$ cat config.mk
export PLATFORM = sky130hd
export DESIGN_NAME = vscale_alu_arbiter
export DESIGN_NICKNAME = d
export VERILOG_FILES = /design/src/rtl/vscale_alu_arbiter.sv
export SDC_FILE = /design/constraint.sdc
export NUM_CORES = 1
export LEC_CHECK = 0
export BUFFER_PORTS_ARGS = -buffer_cell sky130_fd_sc_hd__buf_4
export CORE_ASPECT_RATIO = 0.6
export CORE_MARGIN = 3
export CORE_UTILIZATION = 25
export CTS_CLUSTER_SIZE = 20
export DETAILED_ROUTE_END_ITERATION = 8
export PLACE_DENSITY = 0.48
export SYNTH_ARGS = -nofsm -noshare
export SYNTH_HDL_FRONTEND = slang
export SYNTH_SLANG_ARGS = --single-unit
$ cat constraint.sdc
create_clock -name clk -period 1.9 [get_ports clk]
set_clock_uncertainty 0.1 [all_clocks]
set_input_delay 0 -clock clk [delete_from_list [all_inputs] [get_ports clk]]
set_output_delay 0 -clock clk [all_outputs]
set_load 0.05 [all_outputs]
$ cat src/rtl/vscale_alu_arbiter.sv
// ---------------------------------------------------------------------------
// vscale_alu_arbiter
//
// Purpose:
//   Shares the single vscale ALU between the core pipeline (DX stage) and an
//   auxiliary requester such as a debug or CSR helper. The core normally wins.
//   A starvation counter forces an aux grant after STARVE_MAX consecutive core
//   grants while aux is waiting. Aux results are registered and returned with
//   a one-cycle valid pulse. The core stalls only in the cycle aux is granted.
//
// Ports:
//   clk            - core clock, all state updates on posedge
//   reset          - synchronous, active-high
//   core_req       - DX stage needs the ALU this cycle
//   core_op        - core ALU opcode
//   core_src_a/b   - core operands, already muxed
//   core_stall     - core requested but the ALU went to aux this cycle
//   aux_req        - aux request valid
//   aux_ready      - arbiter can accept an aux request (no aux pending)
//   aux_op/a/b     - aux opcode/operands, sampled on accept
//   aux_resp_valid - one-cycle pulse, aux_resp_data is valid
//   aux_resp_data  - registered ALU result for aux, held until next aux grant
//   alu_op         - opcode to the ALU
//   alu_src_a/b    - operands to the ALU
//   alu_out        - combinational ALU result
// ---------------------------------------------------------------------------
module vscale_alu_arbiter #(
  parameter int STARVE_MAX   = 4,
  parameter int XPR_LEN      = 32,
  parameter int ALU_OP_WIDTH = 4
) (
  input  logic                    clk,
  input  logic                    reset,
  input  logic                    core_req,
  input  logic [ALU_OP_WIDTH-1:0] core_op,
  input  logic [XPR_LEN-1:0]      core_src_a,
  input  logic [XPR_LEN-1:0]      core_src_b,
  output logic                    core_stall,
  input  logic                    aux_req,
  output logic                    aux_ready,
  input  logic [ALU_OP_WIDTH-1:0] aux_op,
  input  logic [XPR_LEN-1:0]      aux_a,
  input  logic [XPR_LEN-1:0]      aux_b,
  output logic                    aux_resp_valid,
  output logic [XPR_LEN-1:0]      aux_resp_data,
  output logic [ALU_OP_WIDTH-1:0] alu_op,
  output logic [XPR_LEN-1:0]      alu_src_a,
  output logic [XPR_LEN-1:0]      alu_src_b,
  input  logic [XPR_LEN-1:0]      alu_out
);

  localparam int CNT_W = $clog2(STARVE_MAX + 1);
  localparam logic [CNT_W-1:0] STARVE_LIM = CNT_W'(STARVE_MAX);

  typedef enum logic {
    ST_IDLE = 1'b0,
    ST_PEND = 1'b1
  } state_t;

  state_t                  r_state;
  state_t                  w_stateNext;
  logic [CNT_W-1:0]        r_starveCnt;
  logic [CNT_W-1:0]        w_starveCntNext;
  logic [ALU_OP_WIDTH-1:0] r_auxOp;
  logic [XPR_LEN-1:0]      r_auxA;
  logic [XPR_LEN-1:0]      r_auxB;
  logic                    r_respValid;
  logic [XPR_LEN-1:0]      r_respData;
  logic                    w_accept;
  logic                    w_auxGnt;

  // State and starvation counter registers; reset drops any pending request.
  always_ff @(posedge clk) begin
    if (reset) begin
      r_state     <= ST_IDLE;
      r_starveCnt <= '0;
    end else begin
      r_state     <= w_stateNext;
      r_starveCnt <= w_starveCntNext;
    end
  end

  // Grant decision, ALU mux, next state and counter update.
  // Aux wins when the core is idle or once the core has been granted
  // STARVE_MAX times in a row while aux was waiting. Because the grant is
  // forced at the limit, the increment can never overflow past STARVE_LIM.
  always_comb begin
    w_accept        = 1'b0;
    w_auxGnt        = 1'b0;
    w_stateNext     = r_state;
    w_starveCntNext = '0;
    aux_ready       = (r_state == ST_IDLE);
    alu_op          = core_op;
    alu_src_a       = core_src_a;
    alu_src_b       = core_src_b;

    w_accept = aux_req && (r_state == ST_IDLE);
    w_auxGnt = (r_state == ST_PEND) && ((r_starveCnt == STARVE_LIM) || !core_req);

    if (w_auxGnt) begin
      alu_op    = r_auxOp;
      alu_src_a = r_auxA;
      alu_src_b = r_auxB;
    end

    case (r_state)
      ST_IDLE: begin
        if (w_accept) begin
          w_stateNext = ST_PEND;
        end
      end
      ST_PEND: begin
        if (w_auxGnt) begin
          w_stateNext = ST_IDLE;
        end else if (core_req) begin
          w_starveCntNext = r_starveCnt + CNT_W'(1);
        end else begin
          w_starveCntNext = r_starveCnt;
        end
      end
      default: begin
        w_stateNext = ST_IDLE;
      end
    endcase

    core_stall = core_req && w_auxGnt;
  end

  // Aux operands are captured only in the accept cycle so the requester
  // may change its inputs freely while the request is pending.
  always_ff @(posedge clk) begin
    if (reset) begin
      r_auxOp <= '0;
      r_auxA  <= '0;
      r_auxB  <= '0;
    end else if (w_accept) begin
      r_auxOp <= aux_op;
      r_auxA  <= aux_a;
      r_auxB  <= aux_b;
    end
  end

  // Aux response: valid pulses for one cycle after the grant, data holds
  // until the next aux grant overwrites it.
  always_ff @(posedge clk) begin
    if (reset) begin
      r_respValid <= 1'b0;
      r_respData  <= '0;
    end else begin
      r_respValid <= w_auxGnt;
      if (w_auxGnt) begin
        r_respData <= alu_out;
      end
    end
  end

  assign aux_resp_valid = r_respValid;
  assign aux_resp_data  = r_respData;

endmodule

-- After elaboration in Yosys (flattened, before gate mapping)
Cells that the tools add are included.
- shifts and indexed selects: 0
- $mul: 0
- divide/modulo/power cells: 0
- order comparisons: 0
- mux-type cells: 6
- eq/ne operators: 1
- add/sub/neg operators: 1
- reductions and logical operators: 6
- bitwise gates (word level): 1
- operators with widths (operator ; count):
    two-way mux 32 bit ; 2
    two-way mux 4 bit ; 1
    adder 3 x 1 -> 3 bit, second input constant ; 1
    equality test 3 bit, second input constant ; 1
    logical AND 1 bit ; 3
    OR reduction 3 bit ; 1
    two-way mux 1 bit ; 2
    case mux 1 bit (2 select lines) ; 1
    logical NOT 1 bit ; 1
    logical OR 1 bit ; 1
    inverter 1 bit ; 1
- word-level logic and storage cells: 22
- memories: 0
- output and inout bits: 103
- bits in latches: 0
- ROM bits: 0
- RAM bits: 0
- bits in registers: 105
- input bits: 172

-- Logic depth before layout (Yosys ltp)
Gate-level depths: netlist (run 1).
- depth in word-level cells: 5
- depth in mapped cells: 7
- depth with buffers taken out: 5

-- Worst setup path after synthesis (run 1)
No wires, ideal clock.
- path kind: flip-flop to output port
- start: register r_starveCnt[0]
- end: output alu_src_a[23]
- data arrival time: 1.620 ns
- buffers on the path: 2
- stages on the path, launching flop included: 8
- setup slack: 0.180 ns
- required time: 1.800 ns
- path through: dfxtp_1 -> inv_1 -> ha_1 -> nand2_2 -> a21oi_4 -> buf_8 -> buf_6 -> mux2_1
- cells in the longest elaborated chain, start to end: 4
- RTL lines (what ; RTL line ; source):
    start, declared ; 62 ; logic [CNT_W-1:0] r_starveCnt;
    start signal, assigned ; 79 ; r_starveCnt <= w_starveCntNext;
    equality test 3 bit ; 98 ; w_auxGnt = (r_state == ST_PEND) && ((r_starveCnt == STARVE_LIM) || !core_req);
    logical OR 1 bit ; 98 ;
    logical AND 1 bit ; 98 ;
    two-way mux 32 bit ; 100 ; if (w_auxGnt) begin
    end, declared ; 47 ; output logic [XPR_LEN-1:0] alu_src_a,
No other way between the ends.

-- Worst setup path in the final report (run 1)
- start: register r_starveCnt[0]
- end: output alu_src_b[20]
- cells in the longest elaborated chain, start to end: 4
- RTL lines (what ; RTL line ; source):
    equality test 3 bit ; 98 ;
    logical OR 1 bit ; 98 ;
    logical AND 1 bit ; 98 ;
    two-way mux 32 bit ; 100 ;
    end, declared ; 48 ; output logic [XPR_LEN-1:0] alu_src_b,
No other way between the ends.

==> results.txt, run 1 <==
Worst hold path depth: 4
DRT iter0 DRCs: 192
Reg2Reg Depth: 6
Max-cap violations: 0
Most common cell after layout, fill and taps aside: buf_4
Worst-path fanout max: 8
P&R area growth vs syn: 91.5%
Period utilization: 1.11
Final nets: 1092
Final Max Tran Viols: 0
Clock slew at reported path FFs: 0.07 ns
Unrepaired setup endpoints after global routing: yes
Slew Limit Headroom: 0.735
Total number of vias: 5100
Detail Route Antenna Nets: 0
Non-filler cells, final: 1163
Post-Place Setup Slack: -0.00562 ns
Pleak: 4.10 nW
Synth Area per Inst: 9.06 µm²
Worst slew pin tran: 0.398 ns
Buffers on Ports: 274
Final WS setup: -0.216 ns
Initial antenna violation count: 0
VDD IR-drop max: 0.420 mV
Vias/cell: 4.39
DR WL/cell: 15.8 µm
Root Buffer: clkbuf_16
Unique masters post-synth: 24
H-tree depth: 3
Status: finished with violations
Vias in the first global route: 5337
Total core area: 18500 µm²
Syn nets: 709
Post-detail-place hpwl: 11600 µm
Fin area: 9280 µm²
Largest net degree at the start of global routing: 54
Setup crit start kind: flip-flop
Placed instance area: 7090 µm²
Final setup viols: 68
Drt drc: 0
# rows: 38
Max Root-Sink Buffers: 2
Antenna Cells: 0
Min Hold Slack: 0.0235 ns
Number of synthesized register bits: 105
Routability cong.: 0.772
Hold Vio Cnt, Final: 0
Worst EP arrival: 2.02 ns
Placed cells: 1022
Pre-Repair DR Iteration Count: 4
Cell Pwr Density: 667 nW/µm²
Fraction of layout cells with a size suffix above 1: 0.423
WL final: 18400 µm
Synthesized area: 4850 µm²
Total GRT Usage: 0.166
Worst hold path type: input port to flip-flop
Chip Width: 186 µm
Cell count after synthesis: 535
Die height: 114 µm
I/O pins: 275
Clock Sinks: 105
Critical path required time: 1.80 ns
Most frequent cells in the layout: buf_4 (218), nand2_1 (137), dlygate4sd3_1 (111), dfxtp_1 (103), a21oi_1 (69)
Overflow after GRT: 0
Initial core utilization: 0.261
Clk Latency, worst-skew pair: 0.34 ns
Crit path kind: flip-flop to output port
Failing checks: setup timing
TritonCTS clock tree: yes
Global-route wire length before repair: 27800 µm
Die area: 21200 µm²
Post-synthesis sequential area ratio: 0.434
Num CTS Buffers: 9
Max Fclk: 0.473 GHz
Minimum clock period: 2.12 ns
Worst Setup End Kind: output port
Yosys warning total: 0
==> synth_stat cells (all sizes together) <==
library cell,number,area [µm²]
clkbuf,15,56.3
ha,2,25.0
nor3,1,5.00
nand2,138,521
buf,27,220
mux2,68,766
dfxtp,105,2100
a21oi,70,362
inv,3,11.3
nand2b,65,407
and3,2,12.5
mux2i,33,330
and2,1,6.26
nand3,1,5.00
nor2b,2,12.5
nor2,2,7.51
==> worst max-delay path, stage by stage (launching register included) <==
cell and delay, ns:
dfxtp_2 0.33, inv_2 0.07, ha_4 0.14, nand2_4 0.06, a21oi_4 0.17, buf_12 0.17, buf_8 0.12, clkbuf_16 0.14
mux2_4 0.31, buf_6 0.16
==> cell families after synthesis <==
kind of cell / Yosys count / share of synthesized area
mux: 101 / 0.226
buf+inv: 45 / 0.0594
simple gates: 212 / 0.201
flops: 105 / 0.434
fa+ha+maj: 2 / 0.00516
compound gates: 70 / 0.0746
==> through the flow <==
stage / power (mW) / TNS [ns] / utilization
5_1_grt: 6.50 / -17.91 / 0.501
2_1_floorplan: 3.34 / 0 / -
3_3_place_gp: 3.91 / 0 / 0.382
6_report: 6.19 / -10.49 / 0.501
4_1_cts: 6.27 / -13.35 / 0.504
3_5_place_dp: 3.92 / -0.00896 / 0.382
==> metal layers <==
layer	GRT usage	wire length (µm)	up-vias
met2	0.292	8970	167
met3	0.0411	1280	8
met4	0.0283	93	0
li1	-	-	2527
met5	0	0	-
met1	0.211	8080	2398
==> layout make-up <==
type                    instances  area [µm²]
clock inverters                 6        56.3
well taps                     240         300
fillers                      1696        9260
repair buffers                414        3870
flip-flops and latches        105        2100
inverters                       3        11.3
clock buffers                  10         239
multi-input cells             385        2700
==> path summary, 6_finish.rpt <==
kind	from	endpoint	slack [ns]
worst max-delay path	r_starveCnt[0]	alu_src_b[20]	-0.22
worst min-delay path	core_req	r_starveCnt[1]	0.02
worst max register to register	r_state	r_auxA[23]	0.14
worst min register to register	r_auxA[1]	r_auxA[1]	0.36
==> registers in the layout (all words and copies together), names as in the netlist <==
register        cells
aux_resp_data      32
r_starveCnt         3
r_auxA             32
aux_resp_valid      1
r_auxOp             4
r_state             1
r_auxB             32
==> power by group <==
part	total, mW	internal, mW	switching [mW]
Combinational	1.95	0.962	0.983
Clock	1.86	0.957	0.903
Sequential	2.38	2.32	0.0698
Total	6.19	4.23	1.96
==> timing repair <==
| item | in CTS | in global routing |
|---|---|---|
| cloned | 6 | 1 |
| endpoints found under the hold margin | 102 | 0 |
| gates resized for setup | 146 | 28 |
| endpoints found under the setup margin | 71 | 94 |
| hold buffers | 111 | 0 |
| pin swaps | 3 | 1 |
| buffers inserted | 12 | 3 |
No activity file was read; power rests on OpenSTA's default activity.
==> run 2, diff against run 1 <==
CELL_PAD_IN_SITES_DETAIL_PLACEMENT = 0   (was unset)
CELL_PAD_IN_SITES_GLOBAL_PLACEMENT = 2   (was unset)
CORE_UTILIZATION = 24   (was 25)
PLACE_DENSITY = 0.78   (was 0.48)
==> run 2 against run 1 <==
  * The run still ends with setup timing left
  * Worst hold slack better by 0.048 ns
  * Critical path depth unchanged
  * Die area up 4.0%
  * Largest power group unchanged
==> results.txt, run 2 (same netlist as run 1, synthesis figures left out) <==
Most common cell after layout, fill and taps aside: buf_4 (unchanged)
Max Fclk: 0.474 GHz (was 0.473 GHz)
Crit. Startpoint: r_starveCnt[1] (was r_starveCnt[0])
# rows: 39 (was 38)
Post-detail-place hpwl: 11800 µm (was 11600 µm)
Detail Route Antenna Nets: 0 (unchanged)
Reg2Reg Depth: 8 (was 6)
Hold endpoint: r_auxB[18] (was r_starveCnt[1])
Root Buffer: clkbuf_16 (unchanged)
Hold Vio Cnt, Final: 0 (unchanged)
R2r endpoint: aux_resp_data[0] (was r_auxA[23])
Vias/cell: 4.23 (was 4.39)
H-tree depth: 3 (unchanged)
Status: finished with violations (unchanged)
Worst EP arrival: 2.01 ns (was 2.02 ns)
Worst min-delay path startpoint: aux_req (was core_req)
I/O pins: 275 (unchanged)
Chip Width: 189 µm (was 186 µm)
Final nets: 1080 (was 1092)
Most frequent cells in the layout: buf_4 (218), nand2_1 (137), dfxtp_1 (103), dlygate4sd3_1 (102), a21oi_1 (69) (was buf_4 (218), nand2_1 (137), dlygate4sd3_1 (111), dfxtp_1 (103), a21oi_1 (69))
Buffers on Ports: 274 (unchanged)
Largest net degree at the start of global routing: 57 (was 54)
Die area: 22000 µm² (was 21200 µm²)
Failing checks: setup timing (unchanged)
Setup crit start kind: flip-flop (unchanged)
R2r startpoint: r_starveCnt[1] (was r_state)
Fraction of layout cells with a size suffix above 1: 0.428 (was 0.423)
Slew Limit Headroom: 0.741 (was 0.735)
Routability cong.: 0.794 (was 0.772)
Initial core utilization: 0.250 (was 0.261)
Drt drc: 0 (unchanged)
Clock slew at reported path FFs: 0.08 ns (was 0.07 ns)
Unrepaired setup endpoints after global routing: yes (unchanged)
Critical path required time: 1.80 ns (about the same)
WL final: 17800 µm (was 18400 µm)
Final Max Tran Viols: 0 (unchanged)
Total core area: 19400 µm² (was 18500 µm²)
Worst hold path type: input port to flip-flop (unchanged)
Final total power: 6.21 mW (was 6.19 mW)
DRT iter0 DRCs: 183 (was 192)
Final WS setup: -0.210 ns (was -0.216 ns)
Pleak: 4.08 nW (was 4.10 nW)
Clock Sinks: 105 (unchanged)
VDD IR-drop max: 0.411 mV (was 0.420 mV)
Overflow after GRT: 0 (unchanged)
Antenna Cells: 0 (unchanged)
Worst slew pin tran: 0.389 ns (was 0.398 ns)
Fill cells: 1828 (was 1696)
TritonCTS clock tree: yes (unchanged)
Clk Latency, worst-skew pair: 0.34 ns (about the same)
Period utilization: 1.11 (about the same)
Pre-Repair DR Iteration Count: 5 (was 4)
Final setup viols: 68 (unchanged)
DR WL/cell: 15.1 µm (was 15.8 µm)
Reg2reg setup slack: 0.18 ns (was 0.14 ns)
Area occupied by multi-input gates: 2710 µm² (was 2700 µm²)
Total number of vias: 4983 (was 5100)
Worst hold path depth: 4 (unchanged)
Minimum clock period: 2.11 ns (was 2.12 ns)
Area taken by flip-flops and latches: 2100 µm² (unchanged)
Vias in the first global route: 5075 (was 5337)
Die height: 116 µm (was 114 µm)
Worst-path fanout max: 6 (was 8)
Min Hold Slack: 0.0714 ns (was 0.0235 ns)
Max Root-Sink Buffers: 2 (unchanged)
Crit path kind: flip-flop to output port (unchanged)
Post-Place Setup Slack: 0.0145 ns (was -0.00562 ns)
Worst Setup End Kind: output port (unchanged)
Cell Pwr Density: 673 nW/µm² (was 667 nW/µm²)
P&R area growth vs syn: 90.3% (was 91.5%)
Global-route wire length before repair: 26800 µm (was 27800 µm)
Post-layout util: 0.475 (was 0.501)
Num CTS Buffers: 9 (unchanged)
Initial antenna violation count: 0 (unchanged)
Max-cap violations: 0 (unchanged)
Total GRT Usage: 0.152 (was 0.166)
run 2: cell count changes in the layout (fill, tap and decap cells not counted), sizes merged:
cell         previous run  this run
clkinv                  1         0
inv                     7         8
dlygate4sd3           111       102
buf                   302       299
run 2: worst max-delay path, stage by stage, from the launching register on:
cell and delay (ns):
dfxtp_2 0.33, inv_2 0.06, ha_4 0.14, nand2_4 0.07
a21oi_4 0.16, buf_12 0.17, buf_12 0.13, buf_16 0.13
mux2_4 0.31, buf_6 0.15
run 2: cell type report:
type,instances,area share
Tap cell,266,0.0361
Clock buffer,10,0.0259
Clock inverter,6,0.00610
Inverter,3,0.00122
Sequential cell,105,0.228
Multi-Input combinational cell,385,0.294
Timing Repair Buffer,402,0.409
run 2: worst max-delay path by stage:
stage,endpoint,slack (ns),cells past startpoint
global placement,alu_src_b[31],0.09,7
global route,alu_src_a[27],-0.28,8
detailed placement,aux_resp_data[0],0.01,7
floorplan,alu_src_a[23],0.18,7
CTS,alu_src_a[17],-0.21,9
finish,alu_src_b[26],-0.21,9
run 2: power breakdown:
group,switching [mW],internal (mW),total [mW]
logic,0.972,0.952,1.92
registers,0.0726,2.31,2.39
clock network,0.934,0.961,1.90
run 2: what timing repair did:
| item | 4_1_cts | 5_1_grt |
|---|---|---|
| setup buffers | 7 | 2 |
| hold buffers | 102 | 0 |
| cloned | 4 | 1 |
| endpoints found under the setup margin | 69 | 69 |
| resized for setup | 98 | 49 |
| hold endpoints to repair | 102 | 0 |
| pin swaps | 2 | 0 |
run 2: layer usage:
metal / up-vias / share of wire / track usage
met2: 177 / 0.47 / 0.254
met5: - / 0 / 0
li1: 2499 / - / -
met3: 7 / 0.074 / 0.0459
met4: 0 / 0.0036 / 0.0231
met1: 2300 / 0.45 / 0.199
run 2: per-stage QoR:
stage	cell area (µm²)	std cells	setup TNS, ns
2_1_floorplan	4850	535	0
3_3_place_gp	7160	1047	0
3_5_place_dp	7160	1047	0
4_1_cts	9040	1176	-11.89
5_1_grt	9230	1177	-14.71
6_report	9230	1177	-9.93
